<file path="src/rtl/fetch_unit.sv">
// fetch_unit: instruction-fetch stage in front of a combinational instruction
// memory. Owns the PC, captures {instr, pc} pairs into a small in-order
// buffer and presents the head entry to decode over a valid/ready handshake.
//
// Ports:
//   clock, nReset          - clock (rising edge), async active-low reset
//   fetch_en               - permits fetching
//   redirect, redirect_pc  - one-cycle flush + PC load (low two bits dropped)
//   imem_addr, imem_instr  - memory address (= PC) and same-cycle returned word
//   instr_valid, instr,
//   instr_pc, instr_ready  - head-of-buffer handshake towards decode
module fetch_unit #(
  parameter int unsigned     Isize    = 32,
  parameter logic [Isize-1:0] RESET_PC = '0,
  parameter int unsigned     DEPTH    = 2
) (
  input  logic             clock,
  input  logic             nReset,
  input  logic             fetch_en,
  input  logic             redirect,
  input  logic [Isize-1:0] redirect_pc,
  output logic [Isize-1:0] imem_addr,
  input  logic [Isize-1:0] imem_instr,
  output logic             instr_valid,
  output logic [Isize-1:0] instr,
  output logic [Isize-1:0] instr_pc,
  input  logic             instr_ready
);

  localparam int unsigned PtrW = $clog2(DEPTH);
  localparam int unsigned CntW = $clog2(DEPTH + 1);

  logic [Isize-1:0] pc_q, pc_d;
  logic [PtrW-1:0]  wr_ptr_q, wr_ptr_d;
  logic [PtrW-1:0]  rd_ptr_q, rd_ptr_d;
  logic [CntW-1:0]  count_q, count_d;
  logic [Isize-1:0] buf_instr_q [DEPTH];
  logic [Isize-1:0] buf_instr_d [DEPTH];
  logic [Isize-1:0] buf_pc_q    [DEPTH];
  logic [Isize-1:0] buf_pc_d    [DEPTH];

  logic push_c;
  logic pop_c;

  // Word alignment is forced on redirect, so the byte-offset bits are never used.
  logic unused_pc_bits;
  assign unused_pc_bits = ^redirect_pc[1:0];

  // Head-of-buffer and memory address views straight from the registers.
  assign imem_addr   = pc_q;
  assign instr_valid = (count_q != '0);
  assign instr       = buf_instr_q[rd_ptr_q];
  assign instr_pc    = buf_pc_q[rd_ptr_q];

  // Push uses the count at the start of the cycle: a full buffer never
  // fetches, even when decode frees a slot in the same cycle.
  assign push_c = fetch_en & (count_q < CntW'(DEPTH)) & ~redirect;
  assign pop_c  = instr_valid & instr_ready & ~redirect;

  // Next-state: redirect overrides everything, otherwise push/pop bookkeeping.
  always_comb begin
    pc_d        = pc_q;
    wr_ptr_d    = wr_ptr_q;
    rd_ptr_d    = rd_ptr_q;
    count_d     = count_q;
    buf_instr_d = buf_instr_q;
    buf_pc_d    = buf_pc_q;

    if (redirect) begin
      pc_d     = {redirect_pc[Isize-1:2], 2'b00};
      wr_ptr_d = '0;
      rd_ptr_d = '0;
      count_d  = '0;
    end else begin
      if (push_c) begin
        buf_instr_d[wr_ptr_q] = imem_instr;
        buf_pc_d[wr_ptr_q]    = pc_q;
        wr_ptr_d              = wr_ptr_q + PtrW'(1);
        pc_d                  = pc_q + Isize'(4);
      end
      if (pop_c) begin
        rd_ptr_d = rd_ptr_q + PtrW'(1);
      end
      if (push_c && !pop_c) begin
        count_d = count_q + CntW'(1);
      end else if (!push_c && pop_c) begin
        count_d = count_q - CntW'(1);
      end
    end
  end

  // State registers; reset clears the whole buffer, not just the pointers.
  always_ff @(posedge clock or negedge nReset) begin
    if (!nReset) begin
      pc_q     <= RESET_PC;
      wr_ptr_q <= '0;
      rd_ptr_q <= '0;
      count_q  <= '0;
      for (int i = 0; i < int'(DEPTH); i++) begin
        buf_instr_q[i] <= '0;
        buf_pc_q[i]    <= '0;
      end
    end else begin
      pc_q        <= pc_d;
      wr_ptr_q    <= wr_ptr_d;
      rd_ptr_q    <= rd_ptr_d;
      count_q     <= count_d;
      buf_instr_q <= buf_instr_d;
      buf_pc_q    <= buf_pc_d;
    end
  end

endmodule

</file>
<file path="config.mk">
export PLATFORM = sky130hd
export DESIGN_NAME = fetch_unit
export DESIGN_NICKNAME = d
export VERILOG_FILES = /design/src/rtl/fetch_unit.sv
export SDC_FILE = /design/constraint.sdc
export NUM_CORES = 1
export LEC_CHECK = 0
export CORE_MARGIN = 3
export CORE_UTILIZATION = 55
export CTS_CLUSTER_DIAMETER = 150
export DETAILED_ROUTE_END_ITERATION = 10
export HOLD_SLACK_MARGIN = 0.02
export PLACE_DENSITY = 0.95
export REMOVE_ABC_BUFFERS = 1
export SETUP_SLACK_MARGIN = 0.02
export SLEW_MARGIN = 20
export SYNTH_ARGS = -nofsm -noshare
export SYNTH_HDL_FRONTEND = slang
export SYNTH_SLANG_ARGS = --single-unit
</file>
<file path="constraint.sdc">
create_clock -name clock -period 5.6 [get_ports clock]
set_input_delay 1.4 -clock clock [delete_from_list [all_inputs] [get_ports clock]]
set_output_delay 1.4 -clock clock [all_outputs]
set_load 0.05 [all_outputs]
</file>
==> results.tsv, run 1 <==
metric	value	unit
Min-Delay Path Class	reg -> reg	
number of global-route vias before repair	5407	
area of the multi-input gates	3200	um2
gr ovfl total	0	
Max Slew Vio Count	0	
synthesized area per cell	12.9	um2
CTS Buf Count	17	
hold buffer count at cts	0	
cells on worst reg2reg path	4	
Max Fanout on Critical Path	44	
unrepaired setup endpoints after global routing	no	
DRT Wirelength	17.1	mm
die area	14800	um2
nets@finish	788	
Synth area leaders	dfrtp_1 (54%), mux2_2 (29%), or4_1 (1.5%), clkbuf_1 (1.5%), nand2_1 (1.2%)	
share of the yosys chip area belonging to registers	0.538	
root buf cell	clkbuf_16	
crit path DAT	2.88	ns
Slew @ Worst Pin	0.955	ns
CTS clk-pin slew, worst paths	0.06	ns
Yosys reg bits	158	
leak pwr	3.86	nW
Resize count post-CTS	0	
Final Non-Filler Cells	901	
cells after synthesis	571	
CTS tree	built	
Top-Level Pins	166	
GRT Total Usage	0.240	
DRC	0	
Slew HR	0.363	
initial core utilization	0.573	
ys async rst share	1.00	
CP startpoint	rd_ptr_q	
chip width	122	um
Tot Pwr	4.29	mW
synthesized cell area	7340	um2
Skew-Pair Late Insertion Delay	0.41	ns
share of layout cells above drive strength 1	0.316	
WP data required	4.20	ns
CTS H-Tree Depth	4	
1st-iter DRT viols	352	
wire length per cell	19.0	um
Layout area overhead	31.1	%
Final Cell Area	9630	um2
post-synth top area share	0.538	
maximum vdd ir drop	259	uV
Register Area	3960	um2
row count	41	
Setup crit end	instr_pc[25]	
first-pass GRT wire length	27.8	mm
Die Span Y	122	um
largest net degree at the start of global routing	122	
fmax	234	MHz
initial antenna violation count	0	
Synth Flop Type	dfrtp_1	
post-synth cell types	43	
Cell Pwr Density	446	nW/um2
RR Endpoint	buf_instr_q[11]	
# placed instances	871	
final worst path period share	0.764	
vias per inst	5.69	
most frequent cells in the layout	mux2_2 (186), clkdlybuf4s50_1 (158), dfrtp_1 (157)	
# setup viols final	0	
final hold violations	0	
drt first pass iters	4	
critical path endpoint category	output port	
Clock Tree Buf Depth	2	
YS warnings	0	
half-perimeter wire length after placement	11.5	mm
RR Startpoint	count_q[1]	
core area	12800	um2
post-CTS setup repair buffer count	0	
Via Count	5125	
outcome	finished clean	
Final Skew	0.00762	ns
clock net sink count	158	
Worst setup SP type	flop	
number of fill cells	847	
cell taking the most area after synthesis	dfrtp_1	
crit path kind	reg -> out	
placed inst area	9040	um2
number of synthesized flops with an enable pin	0	
Max-cap violations	0	
n_diodes	0	
RD Place Congestion	0.820	
r2r setup slk	2.86	ns
crit path time final	4.28	ns
Routed Antenna Nets	0	
PortBufs	159	
commonest non-fill, non-tap cell in the layout	mux2_2	
-- worst max-delay path: stages (launching register included) --
cell             delay (ns)
dfrtp_2                0.69
buf_4                  0.63
mux2_2                 0.41
clkdlybuf4s50_1        0.71
-- through the flow --
step | setup WS [ns] | util | hold WS (ns) | setup TNS [ns]
after floorplan | -0.826 | - | 0.475 | -51.19
after global placement | 1.48 | 0.705 | 0.483 | 0
after detailed placement | 1.32 | 0.705 | 0.490 | 0
after CTS | 1.29 | 0.751 | 0.503 | 0
after global routing | 1.21 | 0.751 | 0.510 | 0
final | 1.32 | 0.751 | 0.501 | 0
-- cells by family (layout without fill, tap and decap cells) --
| family | after synthesis | in the layout | synth area share |
|---|---|---|---|
| other cells | 1 | 4 | 0.000511 |
| mux | 187 | 187 | 0.287 |
| fa+ha+maj | 1 | 1 | 0.00170 |
| flops | 158 | 158 | 0.538 |
| xor+xnor | 13 | 13 | 0.0155 |
| compound gates | 51 | 51 | 0.0440 |
| simple gates | 114 | 114 | 0.0854 |
| buf+inv | 46 | 201 | 0.0281 |
-- worst min-delay path by stage --
stage                            endpoint  cells after the start  slack [ns]            start
after CTS                    buf_pc_q[13]                      1        0.50     buf_pc_q[13]
after detailed placement     buf_pc_q[24]                      1        0.49     buf_pc_q[24]
after global routing      buf_instr_q[18]                      1        0.51  buf_instr_q[18]
after global placement     buf_instr_q[2]                      1        0.48   buf_instr_q[2]
after floorplan            buf_instr_q[0]                      1        0.48   buf_instr_q[0]
final                     buf_instr_q[34]                      1        0.50  buf_instr_q[34]
-- Yosys cell counts (all sizes together), types with 3 or more instances --
master,instances
a21oi,4
a31oi,13
and3,6
buf,13
clkbuf,29
dfrtp,158
inv,4
mux2,186
nand2,24
nand3,17
nand4,7
nor2,22
nor2b,3
nor4,3
o211ai,3
o21ai,16
o31ai,11
or3,4
or4,16
xnor2,6
xor2,7
-- registers in the layout (all words and copies together) (netlist names) --
| register | flops |
|---|---|
| rd_ptr_q | 1 |
| wr_ptr_q | 1 |
| buf_instr_q | 64 |
| imem_addr | 30 |
| count_q | 2 |
| buf_pc_q | 60 |
-- area by class of cell --
type	instances	share of cell area
Clock inverter	5	0.00832
Tap cell	172	0.0224
Timing Repair Buffer	167	0.172
Inverter	4	0.00156
Sequential cell	158	0.411
Clock buffer	25	0.0525
Multi-Input combinational cell	370	0.333
-- metal layers --
layer  part of all wire  global-route usage  up-vias
met3              0.063              0.0525       23
li1                   -                   -     2366
met1               0.41               0.308     2559
met2               0.51               0.408      177
met4              0.017              0.0812        0
met5                  0                   0        -
-- power by group --
part	switching, mW	internal (mW)	total [mW]	leakage (nW)
clock network	0.425	0.710	1.14	0.281
registers	0.189	1.44	1.63	1.87
logic	0.867	0.657	1.52	1.71
total	1.48	2.81	4.29	3.86
Note: power is estimated with default switching activity, not from simulation.
==> run 2, diff against run 1 <==
CORE_UTILIZATION = 46   (was 55)
PLACE_DENSITY = 0.86   (was 0.95)
clock period = 3.5 ns   (was 5.6 ns; I/O delays follow)
==> run 2 against run 1 <==
Compared with the run above: power grew 58%; register-to-register slack worse by 1.6 ns; worst hold slack worse by 0.013 ns; clock-buffer cell count shrank 5; core utilization decreased by 12 points; via count increased by 1.4%; sequential share of layout area decreased by 0.40 points; die area is 19% higher; global-route usage is 3.2 points lower; clock power grew 49%; clock skew about the same.
==> results.tsv, run 2 (synthesis results as in run 1) <==
metric	value	unit
outcome	finished clean	
Slew @ Worst Pin	0.804	ns
commonest non-fill, non-tap cell in the layout	mux2_2	
Routed Antenna Nets	0	
Final Non-Filler Cells	946	
initial core utilization	0.476	
# placed instances	915	
most frequent cells in the layout	mux2_2 (186), clkdlybuf4s50_1 (158), dfrtp_1 (157)	
CTS clk-pin slew, worst paths	0.06	ns
maximum vdd ir drop	387	uV
DRC	0	
cells on worst reg2reg path	4	
first-pass GRT wire length	29.3	mm
post-CTS setup repair buffer count	0	
number of global-route vias before repair	5694	
# setup viols final	0	
drt first pass iters	4	
hold buffer count at cts	0	
CTS tree	built	
1st-iter DRT viols	194	
DRT Wirelength	17.5	mm
Worst setup SP type	flop	
Seq pwr share	0.384	
Top-Level Pins	166	
critical path endpoint category	output port	
Die Span Y	132	um
max reg flops	64	
CTS H-Tree Depth	4	
fmax	304	MHz
Slowest Stage Delay on Critical Path	0.71	ns
Final Skew	0.00768	ns
Min-Delay Path Class	in -> async	
leak pwr	3.88	nW
GRT Total Usage	0.208	
die area	17500	um2
P_sw	2.40	mW
core area	15400	um2
CP Cell Sequence	buf_4, mux2_2, clkdlybuf4s50_1	
logic gate share of total power	0.364	
final worst path period share	0.941	
post-place setup slack	0.549	ns
Skew-Pair Late Insertion Delay	0.42	ns
unrepaired setup endpoints after global routing	no	
RD Place Congestion	0.829	
number of fill cells	1204	
crit path time final	3.29	ns
crit path DAT	2.42	ns
n_diodes	0	
Resize count post-CTS	0	
half-perimeter wire length after placement	12.1	mm
Clock Power Share	0.252	
Max-cap violations	0	
row count	45	
Biggest register	buf_instr_q	
gr ovfl total	0	
CTS Buf Count	17	
vias per inst	5.49	
PortBufs	159	
Int Pwr	4.36	mW
wire length per cell	18.5	um
WP data required	2.62	ns
Slew HR	0.464	
nets@finish	793	
Via Count	5195	
Clock Tree Buf Depth	2	
chip width	132	um
Max Fanout on Critical Path	40	
clock net sink count	158	
root buf cell	clkbuf_16	
crit path kind	reg -> out	
final hold violations	0	
critical path's slowest cell	clkdlybuf4s50_1	
largest net degree at the start of global routing	87	
Max Slew Vio Count	0	
share of layout cells above drive strength 1	0.322	
initial antenna violation count	0	
final worst setup slack	0.207	ns
Cell Pwr Density	695	nW/um2
Layout area overhead	32.4	%
sw frac	0.356	
==> run 2: final cells by class <==
cell class,count,area (um2),share of cell area
tap,211,264,0.0272
inverter,4,15.0,0.00154
clock buffer,20,447,0.0459
multi-input combinational,370,3210,0.330
timing repair buffer,172,1740,0.179
clock inverter,11,95.1,0.00978
sequential,158,3960,0.407
==> run 2: final timing paths <==
path	start	end	slack (ns)
max	rd_ptr_q	instr_pc[19]	0.21
min	nReset	buf_instr_q[53]	0.49
max reg2reg	imem_addr[7]	imem_addr[29]	1.27
min reg2reg	buf_pc_q[17]	buf_pc_q[17]	0.50
max in group asynchronous	nReset	buf_pc_q[34]	2.18
min in group clock	buf_pc_q[17]	buf_pc_q[17]	0.50
==> run 2: per-layer routing <==
metal  GRT usage  wire length (um)  vias up
met5           0                 0        -
met4      0.0606               275        0
met3      0.0653              1090       26
met2       0.353              8840      159
met1       0.257              7300     2648
li1            -                 -     2362
==> run 2: critical path: cells and delay by family, from the launching register on <==
kind	cells	cell delay, ns
multiplexers	1	0.43
flip-flops	1	0.35
buffers and inverters	2	1.20
==> run 2: power by group through the flow <==
stage | clock network [mW] | logic [mW] | registers (mW)
after floorplan | 0 | 1.63 | 2.66
after global placement | 0 | 2.41 | 2.58
after detailed placement | 0 | 2.47 | 2.63
after CTS | 1.74 | 2.48 | 2.60
after global routing | 1.82 | 2.59 | 2.67
final | 1.70 | 2.46 | 2.60
==> run 2: through the flow <==
| stage | power [mW] | utilization | cell area (um2) | setup TNS [ns] | hold WS, ns |
|---|---|---|---|---|---|
| after floorplan | 4.29 | - | 7160 | -148.84 | 0.475 |
| after CTS | 6.82 | 0.630 | 9720 | 0 | 0.504 |
| after detailed placement | 5.10 | 0.595 | 9180 | 0 | 0.490 |
| final | 6.76 | 0.630 | 9720 | 0 | 0.489 |
| after global placement | 4.99 | 0.595 | 9180 | 0 | 0.483 |
| after global routing | 7.08 | 0.630 | 9720 | 0 | 0.510 |
==> run 3, diff against run 2 <==
GPL_ROUTABILITY_DRIVEN = 1   (was not set)
==> results of run 3 <==
The final DEF is identical to that of run 2; final timing and power are the same.
